--- config.mk ---
export PLATFORM = sky130hd
export DESIGN_NAME = adc_ctrl_regs
export DESIGN_NICKNAME = d
export VERILOG_FILES = /design/src/rtl/adc_ctrl_regs.sv
export SDC_FILE = /design/constraint.sdc
export NUM_CORES = 1
export LEC_CHECK = 0
export ABC_AREA = 1
export CAP_MARGIN = 20
export CORE_AREA = 2 2 218 220
export CTS_CLUSTER_DIAMETER = 150
export DETAILED_ROUTE_END_ITERATION = 7
export DIE_AREA = 0 0 220 222
export PLACE_DENSITY = 0.73
export SYNTH_ARGS = -nofsm -noshare
export SYNTH_HDL_FRONTEND = slang
export SYNTH_SLANG_ARGS = --single-unit
--- constraint.sdc ---
create_clock -name aclk -period 13.41 [get_ports aclk]
set_input_delay 3.3525 -clock aclk [delete_from_list [all_inputs] [get_ports aclk]]
set_output_delay 3.3525 -clock aclk [all_outputs]
set_load 0.01 [all_outputs]
--- src/rtl/adc_ctrl_regs.sv ---
// AXI4-Lite control block for the ADC front end: config/status words plus a buffered AXIS command FIFO.
// Optional overflow/drain interrupt output is enabled by defining ADC_CTRL_IRQ_EN.

module adc_ctrl_regs #(
    parameter int          NUM_CFG    = 2,
    parameter int          NUM_STATUS = 2,
    parameter int          FIFO_DEPTH = 8,
    parameter logic [31:0] CFG_RESET  = 32'h0
) (
    input  logic                      aclk,
    input  logic                      aresetn,
    output logic [32*NUM_CFG-1:0]     cfg,
    input  logic [32*NUM_STATUS-1:0]  status,
    output logic [31:0]               m_axis_tdata,
    output logic                      m_axis_tvalid,
    input  logic                      m_axis_tready,
    input  logic [31:0]               s_axi_lite_awaddr,
    input  logic [2:0]                s_axi_lite_awprot,
    input  logic                      s_axi_lite_awvalid,
    output logic                      s_axi_lite_awready,
    input  logic [31:0]               s_axi_lite_wdata,
    input  logic [3:0]                s_axi_lite_wstrb,
    input  logic                      s_axi_lite_wvalid,
    output logic                      s_axi_lite_wready,
    output logic [1:0]                s_axi_lite_bresp,
    output logic                      s_axi_lite_bvalid,
    input  logic                      s_axi_lite_bready,
    input  logic [31:0]               s_axi_lite_araddr,
    input  logic [2:0]                s_axi_lite_arprot,
    input  logic                      s_axi_lite_arvalid,
    output logic                      s_axi_lite_arready,
    output logic [31:0]               s_axi_lite_rdata,
    output logic [1:0]                s_axi_lite_rresp,
    output logic                      s_axi_lite_rvalid,
    input  logic                      s_axi_lite_rready
`ifdef ADC_CTRL_IRQ_EN
    ,
    output logic                      irq
`endif
);

    localparam int          AW      = $clog2(FIFO_DEPTH);
    localparam int          LW      = AW + 1;
    localparam logic [LW-1:0] DEPTH_L = LW'(FIFO_DEPTH);
    localparam logic [31:0] VERSION = 32'hADC1_0000 | (32'(NUM_CFG) << 8) | 32'(NUM_STATUS);
    localparam logic [1:0]  W_IDLE = 2'd0, W_HAVE_A = 2'd1, W_HAVE_W = 2'd2, W_RESP = 2'd3;
    localparam logic [0:0]  R_IDLE = 1'b0, R_DATA = 1'b1;
    localparam logic [1:0]  RESP_OKAY = 2'b00, RESP_SLVERR = 2'b10;

    logic [1:0]    w_state_q, w_state_d;
    logic [0:0]    r_state_q;
    logic [9:0]    aw_idx_q;
    logic [31:0]   wdata_q;
    logic [3:0]    wstrb_q;
    logic          awready_q, wready_q, bvalid_q, arready_q, rvalid_q;
    logic [1:0]    bresp_q, rresp_q;
    logic [31:0]   rdata_q;
    logic [31:0]   cfg_q [NUM_CFG];
    logic [31:0]   mem_q [FIFO_DEPTH];
    logic [AW-1:0] wptr_q, wptr_d, rptr_q, rptr_d;
    logic [LW-1:0] level_q, level_d;
    logic          ovf_q, ovf_d;

    logic          aw_hs_s, w_hs_s, commit_s;
    logic [9:0]    c_idx_s;
    logic [31:0]   c_data_s;
    logic [3:0]    c_strb_s;
    logic          cfg_wr_s, ctrl_wr_s, push_req_s, push_s, pop_s, flush_s, clr_ovf_s, ovf_set_s, wr_ok_s;
    logic          full_s, empty_s;
    logic [9:0]    ar_idx_s;
    logic [31:0]   rd_data_s;
    logic          rd_err_s;
    logic          unused_s;

    assign unused_s = ^{s_axi_lite_awaddr[31:12], s_axi_lite_awaddr[1:0], s_axi_lite_awprot,
                        s_axi_lite_araddr[31:12], s_axi_lite_araddr[1:0], s_axi_lite_arprot};

    assign aw_hs_s  = s_axi_lite_awvalid && awready_q;
    assign w_hs_s   = s_axi_lite_wvalid && wready_q;
    assign full_s   = (level_q == DEPTH_L);
    assign empty_s  = (level_q == {LW{1'b0}});
    assign pop_s    = !empty_s && m_axis_tready;
    assign ar_idx_s = s_axi_lite_araddr[11:2];

    // Write FSM next state; the commit operands come from whichever channel is live on the bus.
    always_comb begin
        w_state_d = w_state_q;
        commit_s  = 1'b0;
        c_idx_s   = aw_idx_q;
        c_data_s  = wdata_q;
        c_strb_s  = wstrb_q;
        case (w_state_q)
            W_IDLE: begin
                if (aw_hs_s && w_hs_s) begin
                    commit_s  = 1'b1;
                    c_idx_s   = s_axi_lite_awaddr[11:2];
                    c_data_s  = s_axi_lite_wdata;
                    c_strb_s  = s_axi_lite_wstrb;
                    w_state_d = W_RESP;
                end else if (aw_hs_s) begin
                    w_state_d = W_HAVE_A;
                end else if (w_hs_s) begin
                    w_state_d = W_HAVE_W;
                end else begin
                    w_state_d = W_IDLE;
                end
            end
            W_HAVE_A: begin
                if (w_hs_s) begin
                    commit_s  = 1'b1;
                    c_data_s  = s_axi_lite_wdata;
                    c_strb_s  = s_axi_lite_wstrb;
                    w_state_d = W_RESP;
                end else begin
                    w_state_d = W_HAVE_A;
                end
            end
            W_HAVE_W: begin
                if (aw_hs_s) begin
                    commit_s  = 1'b1;
                    c_idx_s   = s_axi_lite_awaddr[11:2];
                    w_state_d = W_RESP;
                end else begin
                    w_state_d = W_HAVE_W;
                end
            end
            W_RESP: begin
                if (s_axi_lite_bready) begin
                    w_state_d = W_IDLE;
                end else begin
                    w_state_d = W_RESP;
                end
            end
            default: w_state_d = W_IDLE;
        endcase
    end

    // Write decode and FIFO next state; a full FIFO still accepts a push when the head pops this cycle.
    always_comb begin
        cfg_wr_s   = commit_s && (c_idx_s >= 10'd4) && (c_idx_s < 10'(4 + NUM_CFG));
        ctrl_wr_s  = commit_s && (c_idx_s == 10'd2);
        push_req_s = commit_s && (c_idx_s == 10'd3) && (c_strb_s == 4'hF);
        flush_s    = ctrl_wr_s && c_data_s[0];
        clr_ovf_s  = ctrl_wr_s && c_data_s[1];
        push_s     = push_req_s && (!full_s || pop_s || flush_s);
        ovf_set_s  = push_req_s && !push_s;
        wr_ok_s    = cfg_wr_s || ctrl_wr_s || push_s;

        rptr_d  = rptr_q;
        wptr_d  = wptr_q;
        level_d = level_q;
        if (flush_s) begin
            rptr_d  = wptr_q;
            level_d = {LW{1'b0}};
        end else if (push_s && !pop_s) begin
            level_d = level_q + LW'(1);
        end else if (pop_s && !push_s) begin
            level_d = level_q - LW'(1);
        end else begin
            level_d = level_q;
        end
        if (pop_s && !flush_s) begin
            rptr_d = rptr_q + AW'(1);
        end else begin
            rptr_d = rptr_d;
        end
        if (push_s) begin
            wptr_d = wptr_q + AW'(1);
            if (flush_s) begin
                level_d = LW'(1);
            end else begin
                level_d = level_d;
            end
        end else begin
            wptr_d = wptr_q;
        end

        if (clr_ovf_s) begin
            ovf_d = 1'b0;
        end else if (ovf_set_s) begin
            ovf_d = 1'b1;
        end else begin
            ovf_d = ovf_q;
        end
    end

    // Read decode; write-only and unmapped words return SLVERR with zero data.
    always_comb begin
        rd_data_s = 32'h0;
        rd_err_s  = 1'b1;
        if (ar_idx_s == 10'd0) begin
            rd_data_s = VERSION;
            rd_err_s  = 1'b0;
        end else if (ar_idx_s == 10'd1) begin
            rd_data_s = {13'd0, ovf_q, empty_s, full_s, {(16-LW){1'b0}}, level_q};
            rd_err_s  = 1'b0;
        end else begin
            for (int i = 0; i < NUM_CFG; i++) begin
                if (ar_idx_s == 10'(4 + i)) begin
                    rd_data_s = cfg_q[i];
                    rd_err_s  = 1'b0;
                end
            end
            for (int j = 0; j < NUM_STATUS; j++) begin
                if (ar_idx_s == 10'(16 + j)) begin
                    rd_data_s = status[32*j +: 32];
                    rd_err_s  = 1'b0;
                end
            end
        end
    end

    // FIFO storage carries no reset; the pointers define which entries are live.
    always_ff @(posedge aclk) begin
        if (push_s) begin
            mem_q[wptr_q] <= c_data_s;
        end
    end

    // Control state, handshakes, config words and FIFO bookkeeping.
    always_ff @(posedge aclk) begin
        if (!aresetn) begin
            w_state_q <= W_IDLE;
            r_state_q <= R_IDLE;
            aw_idx_q  <= 10'd0;
            wdata_q   <= 32'h0;
            wstrb_q   <= 4'h0;
            awready_q <= 1'b0;
            wready_q  <= 1'b0;
            bvalid_q  <= 1'b0;
            bresp_q   <= RESP_OKAY;
            arready_q <= 1'b0;
            rvalid_q  <= 1'b0;
            rresp_q   <= RESP_OKAY;
            rdata_q   <= 32'h0;
            wptr_q    <= {AW{1'b0}};
            rptr_q    <= {AW{1'b0}};
            level_q   <= {LW{1'b0}};
            ovf_q     <= 1'b0;
            for (int i = 0; i < NUM_CFG; i++) begin
                cfg_q[i] <= CFG_RESET;
            end
        end else begin
            w_state_q <= w_state_d;
            awready_q <= (w_state_d == W_IDLE) || (w_state_d == W_HAVE_W);
            wready_q  <= (w_state_d == W_IDLE) || (w_state_d == W_HAVE_A);
            bvalid_q  <= (w_state_d == W_RESP);
            if (aw_hs_s) begin
                aw_idx_q <= s_axi_lite_awaddr[11:2];
            end
            if (w_hs_s) begin
                wdata_q <= s_axi_lite_wdata;
                wstrb_q <= s_axi_lite_wstrb;
            end
            if (commit_s) begin
                bresp_q <= wr_ok_s ? RESP_OKAY : RESP_SLVERR;
            end
            for (int i = 0; i < NUM_CFG; i++) begin
                if (cfg_wr_s && (c_idx_s == 10'(4 + i))) begin
                    for (int b = 0; b < 4; b++) begin
                        if (c_strb_s[b]) begin
                            cfg_q[i][8*b +: 8] <= c_data_s[8*b +: 8];
                        end
                    end
                end
            end
            case (r_state_q)
                R_IDLE: begin
                    if (s_axi_lite_arvalid && arready_q) begin
                        rdata_q   <= rd_data_s;
                        rresp_q   <= rd_err_s ? RESP_SLVERR : RESP_OKAY;
                        rvalid_q  <= 1'b1;
                        arready_q <= 1'b0;
                        r_state_q <= R_DATA;
                    end else begin
                        arready_q <= 1'b1;
                    end
                end
                R_DATA: begin
                    if (s_axi_lite_rready) begin
                        rvalid_q  <= 1'b0;
                        arready_q <= 1'b1;
                        r_state_q <= R_IDLE;
                    end
                end
                default: r_state_q <= R_IDLE;
            endcase
            wptr_q  <= wptr_d;
            rptr_q  <= rptr_d;
            level_q <= level_d;
            ovf_q   <= ovf_d;
        end
    end

`ifdef ADC_CTRL_IRQ_EN
    logic irq_q;

    // Interrupt follows the sticky overflow and pulses once when the queue drains.
    always_ff @(posedge aclk) begin
        if (!aresetn) begin
            irq_q <= 1'b0;
        end else begin
            irq_q <= ovf_d || ((level_d == {LW{1'b0}}) && !empty_s);
        end
    end

    assign irq = irq_q;
`endif

    for (genvar g = 0; g < NUM_CFG; g++) begin : g_cfg
        assign cfg[32*g +: 32] = cfg_q[g];
    end

    assign m_axis_tdata       = mem_q[rptr_q];
    assign m_axis_tvalid      = !empty_s;
    assign s_axi_lite_awready = awready_q;
    assign s_axi_lite_wready  = wready_q;
    assign s_axi_lite_bvalid  = bvalid_q;
    assign s_axi_lite_bresp   = bresp_q;
    assign s_axi_lite_arready = arready_q;
    assign s_axi_lite_rvalid  = rvalid_q;
    assign s_axi_lite_rresp   = rresp_q;
    assign s_axi_lite_rdata   = rdata_q;

endmodule
======== After elaboration in Yosys (flattened, before gate mapping) ========
Memories as Yosys holds them, arrays and structs flattened. A register that Yosys moved wholly into a read port is not among the register bits.
Cells that the tools add are included.
word-level totals
  input bits .............................. 178
  bits in latches ......................... 0
  memories kept ........................... 2
  bits in read-only memories .............. 0
  flip-flop bits (word level) ............. 101
  output and inout bits ................... 138
  word-level logic and storage cells ...... 183
  bits in writable memories ............... 320
operators by class
  equality and inequality tests ........... 19
  multiplexer cells ....................... 91
  $lt $le $gt $ge ......................... 2
  bitwise operators ....................... 10
  reduce and logical (&&, ||, !) cells .... 38
  $mul .................................... 0
  add/sub/neg operators ................... 4
  shift-type cells ........................ 0
  divide/modulo/power cells ............... 0
memories
  memory  depth  bits a word  rd ports  clocked after memory_dff  wr ports  RTL line  source
  mem_q   8      32           1         1                         1         59        logic [31:0] mem_q [FIFO_DEPTH];
  cfg_q   2      32           2         0                         2         58        logic [31:0] cfg_q [NUM_CFG];
operators with widths
  cell                                                   count
  two-way mux 32 bit                                     8
  two-way mux 8 bit                                      8
  case mux 32 bit (2 select lines)                       1
  two-way mux 1 bit                                      47
  equality test 10 x 3 -> 1 bit (second input constant)  4
  two-way mux 4 bit                                      7
  equality test 10 x 2 -> 1 bit (second input constant)  2
  equality test 10 x 5 -> 1 bit (second input constant)  2
  two-way mux 10 bit                                     2
  case mux 10 bit (2 select lines)                       1
  logical AND 1 bit                                      19
  two-way mux 2 bit                                      7
  two-way mux 3 bit                                      4
  equality test 10 x 1 -> 1 bit (second input constant)  1
  >= comparator 10 x 3 -> 1 bit (second input constant)  1
  logical NOT 10 bit                                     1
  < comparator 10 x 3 -> 1 bit (second input constant)   1
  equality test 2 bit (second input constant)            4
  equality test 4 bit (second input constant)            2
  bitwise OR 1 bit                                       8
  case mux 2 bit (4 select lines)                        1
  case mux 4 bit (2 select lines)                        1
  adder 3 x 1 -> 3 bit (second input constant)           2
  logical OR 1 bit                                       6
  13 further kinds                                       24

======== Longest topological paths before layout ========
  depth after elaboration ................. 16
  gate-level depth with buffers ........... 18

======== Least setup slack after synthesis ========
Ideal clock, no wire load.
  kind .................................... input to register
  start ................................... input s_axi_lite_awvalid
  end ..................................... memory mem_q[1][0], enable pin
  data arrival time ....................... 7.042 ns
  required time ........................... 12.949 ns
  slack ................................... 5.907 ns
  path buffers ............................ 1
  library setup time ...................... 0.461 ns
  stages .................................. 13
  cells stage by stage .................... buf_6 -> nand2_8 -> inv_2 -> nand2_4 -> nand2_4 -> o221ai_1 -> a21boi_2 -> nand3_2 -> nand3_2 -> nand2_2 -> inv_2 -> nand2_2 -> nor3_1
on the way
  elaborated cells on any way between the ends .. 23
  classes of those cells .................. eq/ne (3); mux (12); reduce/logical (8)
RTL lines
  what                                     RTL line  source
  start: declaration                       19        input logic s_axi_lite_awvalid,
  logical AND 1 bit                        78        assign aw_hs_s = s_axi_lite_awvalid && awready_q;
  logical AND 1 bit                        94        if (aw_hs_s && w_hs_s) begin
  two-way mux 32 bit                       94
  case mux 32 bit (2 select lines)         92        case (w_state_q)
  named net c_data_s[0]                    66        logic [31:0] c_data_s;
  logical AND 1 bit                        143       flush_s = ctrl_wr_s && c_data_s[0];
  logical OR 1 bit                         145       push_s = push_req_s && (!full_s || pop_s || flush_s);
  logical AND 1 bit                        145
  two-way mux 1 bit                        215       if (push_s) begin
  two-way mux 1 bit (not written as such)  216       mem_q[wptr_q] <= c_data_s;
  end: declaration                         59
The timed path passes the listed nets, and every way through them passes these cells.

==> impl_metrics.tcl <==
set metrics [dict create \
    fp.dieArea_sq_um 48800 \
    cts_buffers 43 \
    hold_start "s_axi_lite_rdata[0]" \
    synthMostInstantiatedCell "nor2_1" \
    nFillCells 4060 \
    yosysUniqueCellTypes 51 \
    hold_violations 0 \
    switching_share 0.279 \
    post_cts_buffers 0 \
    initial_core_util 0.409 \
    p_switching_mw 0.915 \
    final_area_sq_um 23400 \
    gp_congestion 0.929 \
    critical-path-max-stage-delay_ns 0.82 \
    clock_path_buffers 3 \
    synth_top_cell_area_share 0.507 \
    drv_slew 0 \
    gr-usage-all-layers 0.230 \
    grt_setup_unrepaired "false" \
    avgSynthCellArea_sq_um 9.78 \
    dr.pass1.iters 5 \
    clkPwrFrac 0.359 \
    synth_common_cells "nor2_1, edfxtp_1, nand2_1" \
    power_frac_comb 0.191 \
    port_buffers 263 \
    fin_cells 2801 \
    synthCells 1937 \
    finalSetupTns_ns 0 \
    clock-sinks 422 \
    ys_seq_area_frac 0.615 \
    drcViolationCount 0 \
    fp-row-count 79 \
    cpMostUsedCell "buf_4" \
    grt-ovfl-total 0 \
    hold_buffers 0 \
    core_sq_um 46300 \
    r2r_start "s_axi_lite_wready" \
    synthArstFlopShare 0 \
    finalCritPeriodShare 0.561 \
    path_cells "buf_4 > clkinv_1 > buf_4 > nor2_1 > o21ai_0 > a31oi_1 > clkdlybuf4s50_1" \
    synth_edf_count 320 \
    p_seq_frac 0.450 \
    tritoncts "built" \
    layout.nets 2343 \
    area_growth_pct 23.8 \
    critPathMaxFanout 65 \
    dpl.cell_count 2722 \
    drt_iter0_drc 1780 \
    synthTopCellsByArea "edfxtp_1, dfxtp_1, nor2_1" \
    setup_violations 0 \
    intPower_mw 2.37 \
    dpl_cell_area_sq_um 22000 \
    leakagePower_nw 8.93 \
    drv_cap 0 \
    routed_via_density 5.51 \
    syn_area_sq_um 18900 \
    synth-main-ff-cell "edfxtp_1" \
    wl_per_cell_microns 20.5 \
    diodes 0 \
    end_kind "output pin" \
    min_path_type "register to register" \
    finalWirelength_microns 57500 \
    power_density_nw_per_um2 140 \
    clock-skew-final_ns 0.0137 \
    worstPathArrival_ns 4.16 \
    synth_area_leader_cell "edfxtp_1" \
    ios 316 \
    ys_warn_count 0 \
    root_buffer "clkbuf_16" \
    crit_type "register to output pin" \
    die_h_microns 222 \
    status "finished clean" \
    synth_seq_cells 422 \
    critical_path_required_ns 10.06 \
    htree_levels 2 \
    grt_pass1_wl_microns 85200 \
    period_needed_ns 7.52 \
    die_x_microns 220 \
    clock_latency_ns 0.56 \
    critPathLaunchType "register" \
    crit_slowest_cell "clkinv_1" \
    grt_pass1_vias 14448 \
    ant_nets 0 \
    path_clk_slew_ns 0.06 \
    dpl.hpwl_microns 38700 \
    num_vias 15423 \
    antenna_found_initial 0 \
    drive_above_1_share 0.0921 \
    peakVddDrop_mv 0.121 \
    slew_headroom 0.110 \
    post_cts_resized 0 \
    worstMarginPinSlew_ns 1.33 \
    fmax_ghz 0.133 \
    grt_max_degree 117 \
]
power by group through the flow:
stage                     sequential (mW)  clock, mW  combinational (mW)
after global routing                 1.48       1.25               0.682
after CTS                            1.48       1.19               0.624
after global placement               1.50          0               0.604
after floorplan                      1.50          0               0.354
final                                1.48       1.18               0.626
after detailed placement             1.51          0               0.621
layout by cell type (no fill, tap or decap), types with 32 or more instances in the layout:
master and n:
o21ai_0 186, a21oi_1 75, edfxtp_1 320, inv_1 147
a31oi_1 32, clkdlybuf4s50_1 263, dfxtp_1 100, o22ai_1 40
nand2_2 40, nand3_1 82, inv_2 37, o211ai_1 33
nor2_1 375, clkbuf_16 43, nand2_1 214
critical path, delay by kind of cell, from the launching register on:
family                 cells  cell delay, ns
buffers and inverters      4            2.59
and+or+nand+nor            1            0.17
DFF                        1            0.31
AOI/OAI and AO/OA          2            0.46
per-layer routing:
layer,up-vias,GRT usage,part of all wire
met2,728,0.379,0.49
met1,7464,0.308,0.40
li1,7126,-,-
met4,0,0.0766,0.031
met3,105,0.0348,0.083
met5,-,0,0
registers in the layout (all words and copies together) (netlist names), 2 cells and up, named ones only:
register          count
aw_idx_q             10
cfg_q                64
wptr_q                3
wstrb_q               4
w_state_q             2
mem_q               256
s_axi_lite_rdata     32
rptr_q                3
wdata_q              32
level_q               4
worst paths after layout:
check	to	slack (ns)	cells past startpoint
setup / recovery	m_axis_tdata[26]	5.89	7
hold / removal	s_axi_lite_rdata[0]	0.47	2
setup reg to reg	mem_q[3][16]	8.99	14
hold reg to reg	s_axi_lite_rdata[0]	0.47	2
stage by stage:
stage               utilization  power [mW]  hold slack (ns)  worst slack [ns]
floorplan                     -        1.85            0.433              5.91
global placement          0.477        2.11            0.452              5.65
detailed placement        0.477        2.13            0.458              5.55
CTS                       0.506        3.29            0.468              5.85
global route              0.507        3.41            0.490              5.72
finish                    0.507        3.28            0.466              5.89
layout make-up:
| class | instances | area [sq um] | share of cell area |
|---|---|---|---|
| repair buffers | 288 | 2840 | 0.121 |
| inverters | 185 | 694 | 0.0296 |
| flip-flops and latches | 422 | 11700 | 0.497 |
| multi-input cells | 1221 | 6120 | 0.261 |
| clock buffers | 49 | 1100 | 0.0469 |
| well taps | 607 | 759 | 0.0324 |
| clock inverters | 29 | 270 | 0.0115 |
logic make-up after synthesis:
| group | synth area share |
|---|---|
| fa+ha+maj | 0.00264 |
| mux | 0.00846 |
| buf+inv | 0.0643 |
| flops | 0.615 |
| compound gates | 0.130 |
| xor+xnor | 0.00231 |
| simple gates | 0.176 |
| other cells | 0.000198 |
No activity file was read; power rests on OpenSTA's default activity.
